**src/rtl/cache_req_seq.sv**
```systemverilog
// rtl/cache_req_seq.sv - request sequencer driving a dual-rail four-phase cache port
// Ports:
//   clk, rst_n                      clock, synchronous active-low reset
//   req_valid/req_ready             request handshake; req_write, req_addr, req_wdata payload
//   rsp_valid, rsp_rdata, rsp_err   one-cycle completion with read data / abort flag
//   c_addr, c_data_in               dual-rail address and write data to the cache
//   c_read_Nwrite                   [1]=read request, [0]=write request
//   c_ack_in_read                   acknowledge back to the cache read port
//   c_data_out                      dual-rail read data from the cache
//   c_ack_read, c_ack_write         asynchronous cache acknowledges (synchronized here)
// Optional feature: define ACK_TIMEOUT_EN to abort a handshake phase that exceeds
// TIMEOUT_CYCLES cycles; rsp_err is constant 0 otherwise.
module cache_req_seq #(
  parameter int TIMEOUT_CYCLES = 255
) (
  input  logic        clk,
  input  logic        rst_n,
  input  logic        req_valid,
  output logic        req_ready,
  input  logic        req_write,
  input  logic [1:0]  req_addr,
  input  logic [7:0]  req_wdata,
  output logic        rsp_valid,
  output logic [7:0]  rsp_rdata,
  output logic        rsp_err,
  output logic [3:0]  c_addr,
  output logic [15:0] c_data_in,
  output logic [1:0]  c_read_Nwrite,
  output logic        c_ack_in_read,
  input  logic [15:0] c_data_out,
  input  logic        c_ack_read,
  input  logic        c_ack_write
);

  typedef enum logic [2:0] {IDLE, DRIVE, WAIT_ACK, RELEASE, RESP} state_t;

  state_t      state, state_n;
  logic        ackr_m, ackr_s, ackw_m, ackw_s;
  logic        wr_q, wr_n;
  logic [1:0]  addr_q, addr_n;
  logic [7:0]  wdata_q, wdata_n;
  logic [3:0]  c_addr_n;
  logic [15:0] c_data_in_n;
  logic [1:0]  c_rnw_n;
  logic        ack_in_n;
  logic        rsp_valid_n;
  logic [7:0]  rdata_n;
  logic        sel_ack;
  logic        timeout_hit;
  logic [7:0]  rd_true, rd_false;
  logic        unused_false_rail;

  // True rail at odd index, false rail at even index.
  function automatic logic [3:0] dual_rail2(input logic [1:0] v);
    logic [3:0] r;
    for (int i = 0; i < 2; i++) begin
      r[2*i+1] = v[i];
      r[2*i]   = ~v[i];
    end
    return r;
  endfunction

  function automatic logic [15:0] dual_rail8(input logic [7:0] v);
    logic [15:0] r;
    for (int i = 0; i < 8; i++) begin
      r[2*i+1] = v[i];
      r[2*i]   = ~v[i];
    end
    return r;
  endfunction

  always_comb begin
    rd_true  = '0;
    rd_false = '0;
    for (int i = 0; i < 8; i++) begin
      rd_true[i]  = c_data_out[2*i+1];
      rd_false[i] = c_data_out[2*i];
    end
  end

  // Read data is taken from the true rails only.
  assign unused_false_rail = ^rd_false;

  assign sel_ack   = wr_q ? ackw_s : ackr_s;
  assign req_ready = rst_n && (state == IDLE) && !ackr_s && !ackw_s;

`ifdef ACK_TIMEOUT_EN
  localparam int CW = $clog2(TIMEOUT_CYCLES + 1);
  logic [CW-1:0] tmo_cnt;
  logic          err_q;

  assign timeout_hit = (tmo_cnt == CW'(TIMEOUT_CYCLES - 1));
  assign rsp_err     = err_q;

  // Cleared on entry to each handshake phase, counts while in that phase.
  always_ff @(posedge clk) begin
    if (!rst_n) begin
      tmo_cnt <= '0;
    end else if (state == DRIVE || (state == WAIT_ACK && state_n == RELEASE)) begin
      tmo_cnt <= '0;
    end else if (state == WAIT_ACK || state == RELEASE) begin
      tmo_cnt <= tmo_cnt + 1'b1;
    end
  end

  // Reaching RESP without the phase's ack condition being met means an abort.
  always_ff @(posedge clk) begin
    if (!rst_n) begin
      err_q <= 1'b0;
    end else if (state_n == RESP && state != RESP) begin
      err_q <= (state == WAIT_ACK) ? !sel_ack : sel_ack;
    end else begin
      err_q <= 1'b0;
    end
  end
`else
  logic unused_timeout_cfg;
  assign unused_timeout_cfg = (TIMEOUT_CYCLES != 0);
  assign timeout_hit        = 1'b0;
  assign rsp_err            = 1'b0;
`endif

  always_comb begin
    state_n     = state;
    wr_n        = wr_q;
    addr_n      = addr_q;
    wdata_n     = wdata_q;
    c_addr_n    = c_addr;
    c_data_in_n = c_data_in;
    c_rnw_n     = c_read_Nwrite;
    ack_in_n    = c_ack_in_read;
    rsp_valid_n = 1'b0;
    rdata_n     = rsp_rdata;
    case (state)
      IDLE: begin
        if (req_valid && req_ready) begin
          wr_n    = req_write;
          addr_n  = req_addr;
          wdata_n = req_wdata;
          state_n = DRIVE;
        end
      end
      DRIVE: begin
        c_addr_n = dual_rail2(addr_q);
        if (wr_q) begin
          c_data_in_n = dual_rail8(wdata_q);
          c_rnw_n     = 2'b01;
        end else begin
          c_data_in_n = '0;
          c_rnw_n     = 2'b10;
        end
        state_n = WAIT_ACK;
      end
      WAIT_ACK: begin
        if (sel_ack) begin
          if (!wr_q) begin
            rdata_n  = rd_true;
            ack_in_n = 1'b1;
          end
          c_addr_n    = '0;
          c_data_in_n = '0;
          c_rnw_n     = '0;
          state_n     = RELEASE;
        end else if (timeout_hit) begin
          c_addr_n    = '0;
          c_data_in_n = '0;
          c_rnw_n     = '0;
          ack_in_n    = 1'b0;
          rsp_valid_n = 1'b1;
          state_n     = RESP;
        end
      end
      RELEASE: begin
        if (!sel_ack) begin
          ack_in_n    = 1'b0;
          rsp_valid_n = 1'b1;
          state_n     = RESP;
        end else if (timeout_hit) begin
          c_addr_n    = '0;
          c_data_in_n = '0;
          c_rnw_n     = '0;
          ack_in_n    = 1'b0;
          rsp_valid_n = 1'b1;
          state_n     = RESP;
        end
      end
      RESP: begin
        state_n = IDLE;
      end
      default: begin
        state_n = IDLE;
      end
    endcase
  end

  always_ff @(posedge clk) begin
    if (!rst_n) begin
      state         <= IDLE;
      ackr_m        <= 1'b0;
      ackr_s        <= 1'b0;
      ackw_m        <= 1'b0;
      ackw_s        <= 1'b0;
      wr_q          <= 1'b0;
      addr_q        <= '0;
      wdata_q       <= '0;
      c_addr        <= '0;
      c_data_in     <= '0;
      c_read_Nwrite <= '0;
      c_ack_in_read <= 1'b0;
      rsp_valid     <= 1'b0;
      rsp_rdata     <= '0;
    end else begin
      state         <= state_n;
      ackr_m        <= c_ack_read;
      ackr_s        <= ackr_m;
      ackw_m        <= c_ack_write;
      ackw_s        <= ackw_m;
      wr_q          <= wr_n;
      addr_q        <= addr_n;
      wdata_q       <= wdata_n;
      c_addr        <= c_addr_n;
      c_data_in     <= c_data_in_n;
      c_read_Nwrite <= c_rnw_n;
      c_ack_in_read <= ack_in_n;
      rsp_valid     <= rsp_valid_n;
      rsp_rdata     <= rdata_n;
    end
  end

endmodule

```
**config.mk**
```make
export PLATFORM = sky130hd
export DESIGN_NAME = cache_req_seq
export DESIGN_NICKNAME = d
export VERILOG_FILES = /design/src/rtl/cache_req_seq.sv
export SDC_FILE = /design/constraint.sdc
export NUM_CORES = 1
export LEC_CHECK = 0
export CAP_MARGIN = 10
export CORE_ASPECT_RATIO = 1.1
export CORE_MARGIN = 2
export CORE_UTILIZATION = 58
export DETAILED_ROUTE_END_ITERATION = 12
export DONT_BUFFER_PORTS = 1
export PLACE_DENSITY = 0.84
export SLEW_MARGIN = 10
export SYNTH_ARGS = -nofsm -noshare
export SYNTH_HDL_FRONTEND = slang
export SYNTH_SLANG_ARGS = --single-unit
```
**constraint.sdc**
```tcl
create_clock -name clk -period 2.1 [get_ports clk]
set_input_delay 0.105 -clock clk [delete_from_list [all_inputs] [get_ports clk]]
set_output_delay 0.105 -clock clk [all_outputs]
set_load 0.1 [all_outputs]
```
==> run_results.csv, run 1 <==
group,metric,value,unit
outcome,outcome,"finished, final reports clean",
worst_setup_path,cp_num_buf_inv,1,
clocking,htree_levels,2,
timing,slew_violations,0,
worst_setup_path,critPathLaunch,"state[2]",
yosys,ys_ff_latch,50,
clocking,cts.clk_slew.worst_paths,0.13,ns
timing,period_share,88.47,%
timing,whs,0.05492,ns
worst_setup_path,required,2.00,ns
drt,avgViaCountPerCell,5.602,
clocking,cts_buffer_depth,2,
worst_setup_path,path_max_fanout,7,
yosys,syn-cell-area,1818,sq um
timing,hold_violations,0,
floorplanning,dieArea,3599,sq um
floorplanning,die_y,62.72,um
place,dp_cells,229,
timing,period_minus_slack,1.858,ns
floorplanning,fp.dieW,57.38,um
floorplanning,core_area,3022,sq um
place,numPortBuffers,0,
floorplanning,start_util,60.17,%
worst_setup_path,crit_path_end_kind,"output port",
clocking,cts_sinks,50,
cells_and_area,drive_above_1_share,27.11,%
worst_setup_path,crit_end,"req_ready",
worst_setup_path,r2r_cells,3,
timing,tns,0,ns
cells_and_area,final_cell_area,2364,sq um
worst_setup_path,start_kind,"flip-flop",
yosys,synthDistinctLibCells,28,
floorplanning,ioPinCount,66,
timing,skew,0.002944,ns
worst_setup_path,r2r-start,"state[1]",
worst_setup_path,max_stage_delay,0.49,ns
place,routabilityCongestion,0.7712,
cells_and_area,nets,256,
cells_and_area,syn_to_final_growth,30.01,%
worst_setup_path,path_cells,"nor4b_2, nor3b_4, buf_12",
global_routing,first_global_vias,1512,
worst_setup_path,r2r-end,"rsp_rdata[7]",
global_routing,grt_max_degree,39,
yosys,syn_avg_cell_area,10.51,sq um
worst_setup_path,worst_ep_arrival_time,1.75,ns
drt,routed_wl,4194,um
global_routing,grt_antenna_before_repair,0,
worst_hold_path,hold_class,"primary input to flip-flop",
yosys,synthCells,173,
yosys,ys_warn_count,0,
timing,finalSetupViolations,0,
cells_and_area,finalNonFillerCells,259,
clocking,tritoncts.num_buffers,5,
drt,routed_wire_length_per_instance,16.19,um
job,max-cap-violations,0,
drt,drtPass1Iterations,4,
timing,relSlewSlack,20.84,%
worst_setup_path,critPathTopFamily,"simple AND/OR/NAND/NOR gates",
clocking,clock-root-buffer,"clkbuf_4",
global_routing,grt_first_pass_wirelength,7010,um
yosys,ys_seq_area_share,55.06,%
power_and_ir_drop,finalPower,1765,uW
power_and_ir_drop,cellLeakagePower,0.0009771,uW
timing,rsz0062_at_grt,"false",
global_routing,grtUsageTotal,25.38,%
worst_setup_path,cp.depth,3,
clocking,postCtsSetupBuffers,0,
worst_setup_path,critPathKind,"flip-flop to output port",
power_and_ir_drop,pwr_density_cell,746.7,nW/um^2
clocking,cts_tree,"built",
global_routing,grt_overflow,0,
clocking,clk_latency,0.36,ns
timing,worst_pin_slew,1.187,ns
power_and_ir_drop,irDropWorstVdd,0.0006603,V
floorplanning,fp-row-count,21,
drt,via_count,1451,
drt,first_iter_violations,51,
worst_setup_path,reg2reg_slack,0.45,ns
place,placedInstanceArea,2066,sq um
worst_setup_path,cpMaxStageDelayCell,"nor4b_2",
drt,ant_nets,0,
place,place_hpwl,2786,um
worst_hold_path,hold_depth,3,
drt,drc,0,
cells_and_area,diodes,0,
yosys,syn-num-nets,205,
timing,max_freq,538.3,MHz
==> stage by stage <==
stage	worst slack, ns	utilization, %
floorplan	0.2530	-
global placement	0.6057	68.36
detailed placement	0.4740	68.36
CTS	0.1118	78.14
global route	0.1338	78.22
finish	0.2422	78.22
==> worst min path at each step <==
stage                    end        from  slack [ns]
2_1_floorplan         ackr_m  c_ack_read        0.23
6_report            state[1]       rst_n        0.05
5_1_grt             state[1]       rst_n        0.05
4_1_cts             state[1]       rst_n        0.04
3_5_place_dp   c_ack_in_read       rst_n        0.24
3_3_place_gp   c_ack_in_read       rst_n        0.23
==> tightest hold or removal path, stage by stage <==
cell and delay [ns]:
nor2b_1 0.12, o21ai_0 0.10, a31oi_1 0.06
==> synth_stat cells <==
cell type | n | share of area (%)
dfxtp_1 | 50 | 55
nand2_1 | 31 | 6.4
o2bb2ai_1 | 12 | 5.8
a22o_2 | 10 | 5.5
mux2i_1 | 10 | 5.5
o21ai_0 | 10 | 2.8
nand3_1 | 9 | 2.5
and2_1 | 7 | 2.4
buf_2 | 5 | 1.4
nor3b_1 | 4 | 1.7
buf_6 | 3 | 1.9
and4bb_2 | 2 | 1.4
buf_1 | 2 | 0.41
buf_4 | 2 | 0.83
clkbuf_1 | 2 | 0.41
inv_1 | 2 | 0.41
a211oi_2 | 1 | 0.69
a21o_2 | 1 | 0.48
a22oi_1 | 1 | 0.41
a31oi_1 | 1 | 0.34
and2_2 | 1 | 0.41
and3b_2 | 1 | 0.55
conb_1 | 1 | 0.21
mux2_4 | 1 | 0.83
nand3b_1 | 1 | 0.41
nor2b_1 | 1 | 0.34
nor3_1 | 1 | 0.28
nor4b_2 | 1 | 0.83
==> registers in the layout, summed over array words and instances (netlist names), 2 cells and up <==
signal	flops
c_data_in	16
c_addr	4
addr_q	2
wdata_q	8
state	3
rsp_rdata	8
c_read_Nwrite	2
==> placed cells by master (no fill, tap or decap), types with 5 or more instances in the layout <==
cell | netlist | routed
dfxtp_1 | 50 | 50
buf_4 | 2 | 35
nand2_1 | 31 | 31
dlygate4sd3_1 | 0 | 21
o2bb2ai_1 | 12 | 12
a22o_2 | 10 | 10
mux2i_1 | 10 | 10
o21ai_0 | 10 | 10
nand3_1 | 9 | 9
and2_1 | 7 | 7
clkbuf_4 | 0 | 5
==> layer usage <==
| layer | vias up | global-route usage (%) | share of wire (%) |
|---|---|---|---|
| li1 | 705 | - | - |
| met1 | 686 | 28.00 | 40 |
| met2 | 51 | 44.89 | 52 |
| met3 | 9 | 7.867 | 6.0 |
| met4 | 0 | 9.012 | 2.0 |
| met5 | - | 0 | 0 |
==> cell families after synthesis <==
group	count (synthesis)	synth area share, %
compound gates	36	15.97
buf+inv	16	5.299
flops	50	55.06
mux	11	6.332
other cells	1	0.2063
simple gates	59	17.14
==> timing repair <==
action                     CTS  global route
resized for setup            0             1
hold endpoints to repair    27             0
hold buffers                22             0
setup endpoints to repair    0            22
==> layout make-up <==
class	count	area [sq um]
tap	34	42.54
timing repair buffer	58	505.5
fill	196	658.1
inverter	2	7.507
clock buffer	7	45.04
sequential	50	1001
clock inverter	1	30.03
multi-input combinational	107	732.0
==> power breakdown <==
| part | internal [uW] | switching [uW] | total (uW) |
|---|---|---|---|
| clock network | 253 | 288 | 541 |
| logic | 80.0 | 141 | 221 |
| registers | 977 | 25.5 | 1000 |
| total | 1310 | 455 | 1760 |
No activity file was read; power rests on OpenSTA's default activity.
==> run 2, diff against run 1 <==
BUFFER_PORTS_ARGS = -buffer_cell sky130_fd_sc_hd__buf_2   (was not set)
CORE_UTILIZATION = 52   (was 58)
DONT_BUFFER_PORTS = not set   (was 1)
PLACE_DENSITY = 0.93   (was 0.84)
==> run_results.csv, run 2 (synthesis results as in run 1) <==
group,metric,value,unit
outcome,outcome,"finished, final reports clean",
drt,ant_nets,0,
cells_and_area,diodes,0,
place,dp_cells,267,
timing,slew_violations,0,
worst_setup_path,path_max_fanout,7,
drt,routed_wire_length_per_instance,13.98,um
power_and_ir_drop,cellLeakagePower,0.001079,uW
timing,rsz0062_at_grt,"false",
cells_and_area,drive_above_1_share,35.08,%
timing,period_share,83.64,%
global_routing,grtUsageTotal,23.22,%
cells_and_area,fill_cells,239,
timing,max_freq,569.4,MHz
clocking,cts_sinks,50,
timing,skew,0.009732,ns
floorplanning,core_area,3331,sq um
worst_setup_path,reg2reg_slack,0.51,ns
global_routing,first_global_vias,1492,
worst_setup_path,critPathLaunch,"state[2]",
clocking,clock-root-buffer,"clkbuf_4",
floorplanning,ioPinCount,66,
cells_and_area,largest-register,"c_data_in",
worst_setup_path,crit_end,"req_ready",
clocking,cts_tree,"built",
clocking,hold_buffers,21,
worst_setup_path,start_kind,"flip-flop",
cells_and_area,final_common_cell,"buf_2",
cells_and_area,top_regs,"c_data_in (16), rsp_rdata (8), wdata_q (8)",
power_and_ir_drop,pwr_density_cell,781.3,nW/um^2
clocking,clk_latency,0.37,ns
floorplanning,fp.dieW,60.38,um
clocking,cts.clk_slew.worst_paths,0.14,ns
worst_setup_path,critPathKind,"flip-flop to output port",
drt,first_iter_violations,36,
drt,avgViaCountPerCell,5.088,
power_and_ir_drop,irDropWorstVdd,0.0005762,V
drt,wl_met3,337,um
cells_and_area,multi_input_area,732.0,sq um
clocking,htree_levels,2,
cells_and_area,nets,279,
clocking,postCtsSetupBuffers,0,
drt,routed_wl,4137,um
global_routing,grt_antenna_before_repair,0,
floorplanning,die_y,66.02,um
worst_setup_path,worst_ep_arrival_time,1.65,ns
worst_setup_path,r2r-end,"c_addr[3]",
worst_hold_path,hold_class,"primary input to flip-flop",
cells_and_area,final_cell_mix,"buf_2, dfxtp_1, nand2_1, dlygate4sd3_1, o2bb2ai_1",
global_routing,grt_overflow,0,
timing,period_minus_slack,1.756,ns
clocking,cts_buffer_depth,2,
floorplanning,start_util,54.58,%
clocking,postCtsResizedCells,0,
global_routing,grt_max_degree,30,
drt,drtPass1Iterations,4,
worst_setup_path,required,2.00,ns
cells_and_area,regArea,1001,sq um
cells_and_area,syn_to_final_growth,34.34,%
timing,tns,0,ns
drt,drc,0,
global_routing,grt_first_pass_wirelength,6748,um
job,max-cap-violations,0,
drt,via_count,1506,
floorplanning,dieArea,3986,sq um
clocking,tritoncts.num_buffers,5,
cells_and_area,finalNonFillerCells,296,
drt,drt-met1-wl,1705,um
drt,highest_layer,"met4",
place,numPortBuffers,56,
timing,finalSetupViolations,0,
worst_setup_path,r2r_cells,4,
cells_and_area,largest_register_ff_count,16,
drt,route.met2.wl,2017,um
place,routabilityCongestion,0.7916,
floorplanning,fp-row-count,22,
timing,hold_violations,0,
worst_setup_path,crit_path_end_kind,"output port",
place,place_hpwl,2471,um
worst_setup_path,r2r-start,"state[1]",
==> run 2: critical path: stages (launching register included) <==
cell and delay (ns):
dfxtp_1 0.40, nor4b_2 0.40, nor3b_4 0.29, buf_12 0.20
==> run 2: where the power goes <==
part | switching [uW] | internal (uW)
Sequential | 24.7 | 977
Clock | 299 | 372
Combinational | 146 | 89.4
Total | 469 | 1440
==> run 2: final cells by class <==
class | count | share of cell area (%)
sequential | 50 | 40.98
clock buffer | 5 | 1.537
tap | 48 | 2.459
inverter | 2 | 0.3074
clock inverter | 3 | 2.818
multi-input combinational | 107 | 29.97
timing repair buffer | 81 | 21.93
==> run 2: stage by stage <==
stage	worst slack (ns)	utilization, %	instance area, sq um	hold slack, ns	power [uW]
finish	0.3436	73.33	2442	0.09263	1908
global route	0.2371	73.33	2442	0.09709	1996
CTS	0.3119	73.33	2442	0.07344	1921
detailed placement	0.5267	63.82	2126	0.3145	1224
global placement	0.5699	63.82	2126	0.3110	1219
floorplan	0.2530	-	1829	0.2323	1173
==> run 2: routing by layer <==
layer | vias up | global-route usage (%)
met2 | 62 | 39.54
met3 | 8 | 7.241
met4 | 0 | 11.11
met5 | - | 0
met1 | 685 | 25.65
li1 | 751 | -
==> run 2: how the worst min path moves through the flow <==
stage	start	end	slack, ns	cells past startpoint
after floorplan	c_ack_read	ackr_m	0.23	1
after global placement	c_ack_write	ackw_m	0.31	2
after detailed placement	c_ack_read	ackr_m	0.31	2
after CTS	rst_n	wdata_q[2]	0.07	3
after global routing	rst_n	wdata_q[2]	0.1	3
final	rst_n	wdata_q[2]	0.09	3
